--- src/rtl/countdown_slot_sched_pkg.sv ---
// Shared types and constants for the countdown slot scheduler.
// Holds the FSM state enum, the grant-index width helper and the default slot length.
package countdown_slot_pkg;

   typedef enum logic [1:0] {
      IDLE = 2'd0,
      RUN  = 2'd1,
      GAP  = 2'd2
   } state_e;

   localparam int         DEF_N_REQ    = 4;
   localparam int         ID_W         = $clog2(DEF_N_REQ);
   localparam logic [3:0] DEF_SLOT_LEN = 4'd10;

   // Grant-index width for n requesters (never narrower than 1 bit).
   function automatic int id_w(input int n);
      return (n < 2) ? 1 : $clog2(n);
   endfunction

endpackage

--- src/rtl/countdown_slot_sched_counter.sv ---
// Reloadable down-counter that times each grant slot.
// Ports: Clk, Clear_n (async low), Enable (decrement), Load (priority), Load_val, Q.
module slot_down_counter #(
   parameter int W = 4
) (
   input  logic         Clk,
   input  logic         Clear_n,
   input  logic         Enable,
   input  logic         Load,
   input  logic [W-1:0] Load_val,
   output logic [W-1:0] Q
);

   logic [W-1:0] r_q;

   always_ff @(posedge Clk or negedge Clear_n) begin
      if (!Clear_n) begin
         r_q <= '0;
      end else if (Load) begin
         r_q <= Load_val;
      end else if (Enable) begin
         r_q <= r_q - W'(1);
      end
   end

   assign Q = r_q;

endmodule

--- src/rtl/countdown_slot_sched.sv ---
// Round-robin time-slot scheduler: one fixed-length grant at a time, one dead cycle between slots.
// Ports: Clk, Clear_n (async low), Req, Done (only with EARLY_RELEASE_EN), Grant, Grant_id, Busy, Remain, Slot_end.
module countdown_slot_sched
   import countdown_slot_pkg::*;
#(
   parameter int N_REQ    = 4,
   parameter int CNT_W    = 4,
   parameter int SLOT_LEN = int'(DEF_SLOT_LEN)
) (
   input  logic                    Clk,
   input  logic                    Clear_n,
   input  logic [N_REQ-1:0]        Req,
`ifdef EARLY_RELEASE_EN
   input  logic [N_REQ-1:0]        Done,
`endif
   output logic [N_REQ-1:0]        Grant,
   output logic [id_w(N_REQ)-1:0]  Grant_id,
   output logic                    Busy,
   output logic [CNT_W-1:0]        Remain,
   output logic                    Slot_end
);

   localparam int IW = id_w(N_REQ);

   if (SLOT_LEN < 1 || SLOT_LEN > (2**CNT_W) - 1) begin : g_bad_len
      $error("countdown_slot_sched: SLOT_LEN out of range for CNT_W");
   end
   if (N_REQ < 2 || N_REQ > 8) begin : g_bad_nreq
      $error("countdown_slot_sched: N_REQ must be 2..8");
   end

   state_e           r_state;
   logic [N_REQ-1:0] r_grant;
   logic [IW-1:0]    r_gid;
   logic [IW-1:0]    r_ptr;
   logic             r_busy;
   logic             r_slot_end;

   logic             w_found;
   logic [IW-1:0]    w_win;
   logic             w_early;
   logic             w_end;
   logic             w_load;
   logic             w_en;
   logic [CNT_W-1:0] w_load_val;
   logic [CNT_W-1:0] w_q;

   // Search upward from ptr+1 with wrap; first set Req bit wins.
   always_comb begin
      w_found = 1'b0;
      w_win   = '0;
      for (int i = 1; i <= N_REQ; i++) begin
         if (!w_found && Req[IW'((int'(r_ptr) + i) % N_REQ)]) begin
            w_found = 1'b1;
            w_win   = IW'((int'(r_ptr) + i) % N_REQ);
         end
      end
   end

`ifdef EARLY_RELEASE_EN
   assign w_early = Done[r_gid];
`else
   assign w_early = 1'b0;
`endif

   // Slot ends at Remain==1 so the count never passes below 1.
   assign w_end = (w_q == CNT_W'(1)) || w_early;

   // Load SLOT_LEN on a new grant, load 0 when the slot closes.
   assign w_en       = (r_state == RUN);
   assign w_load     = (r_state == RUN) ? w_end : w_found;
   assign w_load_val = (r_state == RUN) ? '0 : CNT_W'(SLOT_LEN);

   slot_down_counter #(
      .W (CNT_W)
   ) u_cnt (
      .Clk      (Clk),
      .Clear_n  (Clear_n),
      .Enable   (w_en),
      .Load     (w_load),
      .Load_val (w_load_val),
      .Q        (w_q)
   );

   always_ff @(posedge Clk or negedge Clear_n) begin
      if (!Clear_n) begin
         r_state    <= IDLE;
         r_grant    <= '0;
         r_gid      <= '0;
         r_ptr      <= IW'(N_REQ - 1);
         r_busy     <= 1'b0;
         r_slot_end <= 1'b0;
      end else begin
         r_slot_end <= 1'b0;
         unique case (r_state)
            IDLE, GAP: begin
               if (w_found) begin
                  r_state <= RUN;
                  r_grant <= N_REQ'(1) << w_win;
                  r_gid   <= w_win;
                  r_busy  <= 1'b1;
               end else begin
                  r_state <= IDLE;
               end
            end
            RUN: begin
               if (w_end) begin
                  r_state    <= GAP;
                  r_grant    <= '0;
                  r_busy     <= 1'b0;
                  r_slot_end <= 1'b1;
                  r_ptr      <= r_gid;
               end
            end
            default: r_state <= IDLE;
         endcase
      end
   end

   assign Grant    = r_grant;
   assign Grant_id = r_gid;
   assign Busy     = r_busy;
   assign Remain   = w_q;
   assign Slot_end = r_slot_end;

endmodule

--- config.mk ---
export PLATFORM = sky130hd
export DESIGN_NAME = countdown_slot_sched
export DESIGN_NICKNAME = d
export VERILOG_FILES = /design/src/rtl/countdown_slot_sched_pkg.sv /design/src/rtl/countdown_slot_sched_counter.sv /design/src/rtl/countdown_slot_sched.sv
export SDC_FILE = /design/constraint.sdc
export NUM_CORES = 1
export LEC_CHECK = 0
export CAP_MARGIN = 20
export CORE_UTILIZATION = 35
export DETAILED_ROUTE_END_ITERATION = 10
export REMOVE_ABC_BUFFERS = 1
export SYNTH_ARGS = -nofsm -noshare
export SYNTH_HDL_FRONTEND = slang
export SYNTH_SLANG_ARGS = --single-unit
export TNS_END_PERCENT = 10
--- constraint.sdc ---
create_clock -name Clk -period 1.5 [get_ports Clk]
set_input_delay 0.375 -clock Clk [delete_from_list [all_inputs] [get_ports Clk]]
set_output_delay 0.375 -clock Clk [all_outputs]
set_load 0.02 [all_outputs]
-- Word level (Yosys, flattened, before mapping)
Index checks and enable logic that the tools add are counted.
- $add $sub $neg: 5
- order comparisons: 4
- equality and inequality tests: 5
- shift operators: 1
- mux-type cells: 35
- reduce and logical (&&, ||, !) cells: 13
- operators by type and width (operator ; count):
    4-bit two-way mux ; 5
    1-bit two-way mux ; 18
    2-bit by 4-bit less-than comparator with 1-bit output, second input constant ; 4
    2-bit two-way mux ; 5
    1-bit binary-select mux with 2-bit select ; 4
    4-bit case mux with 2 select lines ; 1
    2-bit by 1-bit adder with 2-bit output, second input constant ; 2
    2-bit adder, second input constant ; 2
    4-bit by 1-bit == test with 1-bit output, second input constant ; 1
    2-bit != test, second input constant ; 2
    2-bit case mux with 2 select lines ; 1
    2-bit AND reduction ; 2
    2-bit nonzero test ; 2
    1-bit by 2-bit << shifter with 4-bit output, first input constant ; 1
    4-bit by 1-bit subtractor with 4-bit output, second input constant ; 1
    1-bit logical AND ; 3
    1-bit logical NOT ; 3
    3-bit AND reduction ; 1
    2-bit by 1-bit == test with 1-bit output, second input constant ; 1
    2-bit == test, second input constant ; 1
    2-bit logical NOT ; 1
    1-bit case mux with 2 select lines ; 1
    2-bit OR reduction ; 1
- register bits: 16
- input port bits: 6
- output and inout port bits: 12
- logic and storage cells: 70

-- Logic depth before layout (Yosys ltp)
- word-level depth: 17
- mapped depth: 6
- depth with buffers taken out: 6

-- By module
A second synthesis with hierarchy kept.
- cell total of the unflattened synthesis: 79
- area, all modules: 818.3 um^2
- modules (own cells, without submodules) (module ; times used ; cells an instance ; area an instance (um^2) ; seq. area each (um^2)):
    countdown_slot_sched ; 1 ; 58 ; 598.1 ; 302.8
    slot_down_counter ; 1 ; 21 ; 220.2 ; 100.1

-- Worst setup path before layout
No wires, ideal clock.
- kind: reg-to-reg
- start: register u_cnt.r_q[1], in the netlist u_cnt.Q[1]
- end: register r_ptr[0]
- setup time: 0.082 ns
- arrival time: 1.609 ns
- data required time: 1.418 ns
- slack: -0.191 ns
- stages on the path, launching flop included: 6
- path buffers: 0
- clock period less this slack: 1.691 ns
- cells stage by stage: dfrtp_1 > inv_1 > ha_1 > or3b_1 > nor2_4 > mux2_2
- word-level cells in the longest chain between the ends: 2
- ends and longest elaborated chain (item ; RTL line ; source):
    from (decl) ; countdown_slot_sched_counter.sv:14 ; logic [W-1:0] r_q;
    from (signal assigned) ; countdown_slot_sched_counter.sv:20 ; r_q <= Load_val;
    from (signal assigned) ; countdown_slot_sched_counter.sv:22 ; r_q <= r_q - W'(1);
    4-bit by 1-bit == test with 1-bit output ; countdown_slot_sched.sv:67 ; assign w_end = (w_q == CNT_W'(1)) || w_early;
    2-bit AND reduction (no line) ; - ;
    to (signal assigned) ; countdown_slot_sched.sv:90 ; r_ptr <= IW'(N_REQ - 1);
    to (signal assigned) ; countdown_slot_sched.sv:112 ; r_ptr <= r_gid;
    to (decl) ; countdown_slot_sched.sv:35 ; logic [IW-1:0] r_ptr;
No other way between the ends.
A chain may end at the register's enable or synchronous reset.

-- Worst setup path in the final report
- start: register u_cnt.r_q[1], in the netlist u_cnt.Q[1]
- end: register r_grant[1], in the netlist Grant[1]
- word-level cells in the longest chain between the ends: 3
- ends and longest elaborated chain (item ; RTL line ; source):
    4-bit by 1-bit == test with 1-bit output ; countdown_slot_sched.sv:67 ;
    2-bit != test (no line) ; - ;
    3-bit AND reduction (no line) ; - ;
    to (signal assigned) ; countdown_slot_sched.sv:99 ; r_grant <= N_REQ'(1) << w_win;
    to (decl) ; countdown_slot_sched.sv:33 ; logic [N_REQ-1:0] r_grant;
No other way between the ends.

==> results by group <==
Floorplanning
  • I/O Pins: 18
  • Die H: 49.3 um
  • Core outline area: 2040 um2
  • Area of the die: 2430 um2
  • DIE WIDTH: 49.3 um
  • Initial core utilization: 38.4%
  • Number of rows created at floorplan: 16

Power and ir drop
  • Leakage power: 0.591 nW
  • Internal: about 0.0014 W
  • Power, Total: 0.00227 W
  • Sw Pwr: 0.000907 W
  • Sequential cell fraction of total power: 35.4%
  • Logic gate share of total power: 52.4%
  • Maximum VDD drop: 1.02 mV
  • Sw Share: approximately two fifths
  • Relative contribution of the clock network to total power: 12.2%
  • Power Density: 1960 nW/um2

Global route
  • Initial antenna violation count: 0
  • First-pass GRT wire length: 2880 um
  • Busiest metal layer after global routing: met1
  • Global Route met2 Usage: 21.5%
  • Total routing resource utilization after global routing: 15.8%
  • Met3 track demand over resource: 2.80%
  • Vias in the first global route: slightly above 600
  • M1 GR Usage: between 20% and 30%
  • Largest net degree at the start of global routing: 17
  • Sum of overflow across all layers after global routing: 0

Critical path
  • CP peak stage delay: 0.41 ns
  • Critical path endpoint category: flop
  • Levels on crit path: 6
  • Worst setup path class: flop to flop
  • Max Fanout on Critical Path: 4
  • Cell depth of the worst flop-to-flop path: 6
  • CP Data Arrival Time: about 1.8 ns
  • Slowest stage cell, crit path: sky130_fd_sc_hd__dfrtp_1
  • Family with the most delay on the worst path: simple AND/OR/NAND/NOR gates
  • Critical path cell sequence: inv_2 > ha_4 > or3b_4 > nor2_4 > nor2_4 > a22o_1
  • Setup slack of the most critical reg-to-reg path: -0.11 ns
  • Startpoint type of the worst setup path: flop
  • Required time at the worst-slack endpoint: 1.67 ns
  • Buf/Inv on CP: 1
  • Most used cell along the critical path: sky130_fd_sc_hd__nor2_4

Placed design
  • Final GP Congestion: 0.760
  • Worst slack, placed: -0.457 ns
  • Half-perimeter wire length after detailed placement: 1270 um
  • Port-buffer cells: 17
  • Count of placed standard cells including taps: 129

Min path
  • Hold Crit Class: primary input to async pin

Timing
  • Hold violation count in the final report: 0
  • Min Tclk post-route: 1.61 ns
  • Worst setup margin: -0.107 ns
  • Fmax achieved: 622 MHz
  • Fin crit share: 107%
  • RSZ-0062 raised after global routing: yes
  • Final count of negative-setup-slack endpoints: 7
  • Setup clock skew after layout: 0.00655 ns
  • Remaining max-slew budget at the tightest pin: between 70% and 80%
  • Number of max-slew violations in the final report: 0
  • Worst slew pin tran: about 0.39 ns

Final layout
  • Multi-input combinational cell area: 409 um2
  • Net count, final: 116
  • Fraction of layout cells with a size suffix above 1: about a third
  • Footprint of the flip-flops and latches: 403 um2
  • Area Growth Syn to Fin: 48.1%
  • Diode count: 0
  • Count of filler cells inserted in the layout: 183
  • Final Non-Filler Cells: approximately 130

Yosys
  • Cell variety after synth: 30
  • Cells after Synth: 71
  • Library cell with the highest instance count after synthesis: sky130_fd_sc_hd__dfrtp_1
  • Top cells by area in the synthesized netlist: sky130_fd_sc_hd__dfrtp_1 45%, sky130_fd_sc_hd__dfstp_2 6.7%, sky130_fd_sc_hd__o21ai_0 5.8%
  • Synth Cell Area: 783 um2
  • Number of enable-type register cells in the synthesized netlist: 0
  • Most frequently used flop master after synthesis: sky130_fd_sc_hd__dfrtp_1
  • Sequential-to-total area share from yosys stat: 51.4%
  • Async set-or-reset flop fraction in the synthesized netlist: 100%
  • Largest area contributor in the netlist: sky130_fd_sc_hd__dfrtp_1
  • Share of Yosys cell area claimed by the top area cell type: between 40 and 50%
  • Commonest cells in the synthesized netlist: 14 x sky130_fd_sc_hd__dfrtp_1, 9 x sky130_fd_sc_hd__o21ai_0, 6 x sky130_fd_sc_hd__nor2_1
  • Avg Inst Size Synth: 11.0 um2
  • Count of warnings emitted by yosys: 0
  • Flip-flop and latch count after synthesis: 16

Route
  • Wire length per cell: between 10 and 15 um
  • Via-per-instance ratio: a little under 5
  • Number of nets with antenna violations after detailed routing: 0
  • Total vias in the final route: 649
  • DRC: 0
  • First-pass iteration count of the detailed router: 4
  • Wirelength, routed: 1740 um
  • Starting DRC count in detailed routing: 10

CTS
  • Clock buffer count from CTS: 3
  • CTS clock-pin slew for the worst setup and hold paths: 0.10 ns
  • Buffer cell driving the clock tree root: sky130_fd_sc_hd__clkbuf_4
  • Clock insertion delay at the later pin of the skew report: roughly 0.28 ns
  • Clock tree from TritonCTS: built
  • Clk sink count: 16
  • Bufs on Longest Clock Path: 2
  • Deepest level of the CTS H-tree: 1

Job
  • Number of max-capacitance violations reported: 0

Status
  • Failing checks: negative setup slack
  • Status: complete, but fails checks
==> registers in the layout, indices dropped and copies added, names as in the netlist <==
signal and flops:
Busy 1, Grant 4, Grant_id 2, Slot_end 1, r_ptr 2, r_state 2
u_cnt.Q 4
==> final cells by class <==
cell class	count	area share [%]
tap	27	2.91
clock buffer	4	3.13
timing repair buffer	32	22.7
inverter	4	1.29
multi-input combinational	51	35.3
sequential	16	34.7
==> power by group through the flow <==
stage	sequential (W)	clock [W]	combinational (W)
after global placement	0.000785	0	0.00120
after detailed placement	0.000792	0	0.00122
after CTS	0.000783	0.000283	0.00114
after global routing	0.000830	0.000304	0.00131
final	0.000805	0.000277	0.00119
after floorplan	0.000958	0	0.000474
==> worst paths after layout <==
| check | start | end |
|---|---|---|
| setup / recovery | u_cnt.Q[1] | Grant[1] |
| max in group asynchronous | Clear_n | r_ptr[1] |
| hold reg to reg | Grant[0] | Grant[0] |
| setup reg to reg | u_cnt.Q[1] | Grant[1] |
| min in group Clk | Grant[0] | Grant[0] |
| hold / removal | Clear_n | u_cnt.Q[1] |
==> per-layer routing <==
layer  share of wire [%]  vias up
li1                    -      327
met1                  53      310
met2                  42       10
met3                 3.4        2
met4                0.75        0
met5                   0        -
==> repair_timing <==
| item | in CTS | in global routing |
|---|---|---|
| pin swaps | 1 | 6 |
| resized for setup | 19 | 12 |
| hold buffers | 0 | 0 |
| setup endpoints to repair | 25 | 15 |
| setup buffers | 0 | 1 |
==> placed cells by master, fill, tap and decap left out, types with 2 or more instances in the layout <==
master / instances
sky130_fd_sc_hd__nand2b_1: 3
sky130_fd_sc_hd__nor2_4: 3
sky130_fd_sc_hd__dlymetal6s2s_1: 2
sky130_fd_sc_hd__nand2_1: 4
sky130_fd_sc_hd__buf_4: 15
sky130_fd_sc_hd__nor2_1: 5
sky130_fd_sc_hd__dfstp_2: 2
sky130_fd_sc_hd__o21ai_0: 9
sky130_fd_sc_hd__clkbuf_4: 3
sky130_fd_sc_hd__dlygate4sd2_1: 12
sky130_fd_sc_hd__mux2_4: 2
sky130_fd_sc_hd__clkbuf_2: 2
sky130_fd_sc_hd__a22o_1: 4
sky130_fd_sc_hd__inv_1: 3
sky130_fd_sc_hd__dfrtp_1: 14
==> metrics by stage <==
| stage | utilization, % | area [um2] | hold WS, ns | TNS (ns) |
|---|---|---|---|---|
| floorplan | - | 783 | 0.0794 | -1.03 |
| global placement | 53.5 | 1090 | 0.493 | -4.82 |
| detailed placement | 53.5 | 1090 | 0.493 | -5.03 |
| CTS | 55.2 | 1130 | 0.402 | -0.778 |
| global route | 56.8 | 1160 | 0.405 | -1.12 |
| finish | 56.8 | 1160 | 0.401 | -0.610 |
==> cell families (layout without fill, tap and decap cells) <==
kind of cell             after synthesis  count (layout)  synth area share (%)
AO/OA/AOI/OAI                         21              21                  19.5
adder cells (fa/ha/maj)                2               2                  3.19
buffers and inverters                  4              40                  1.92
flip-flops                            16              16                  51.4
multiplexers                           2               2                  2.88
AND/OR/NAND/NOR                       26              26                  21.1
Power figures use the tool's default switching activity.
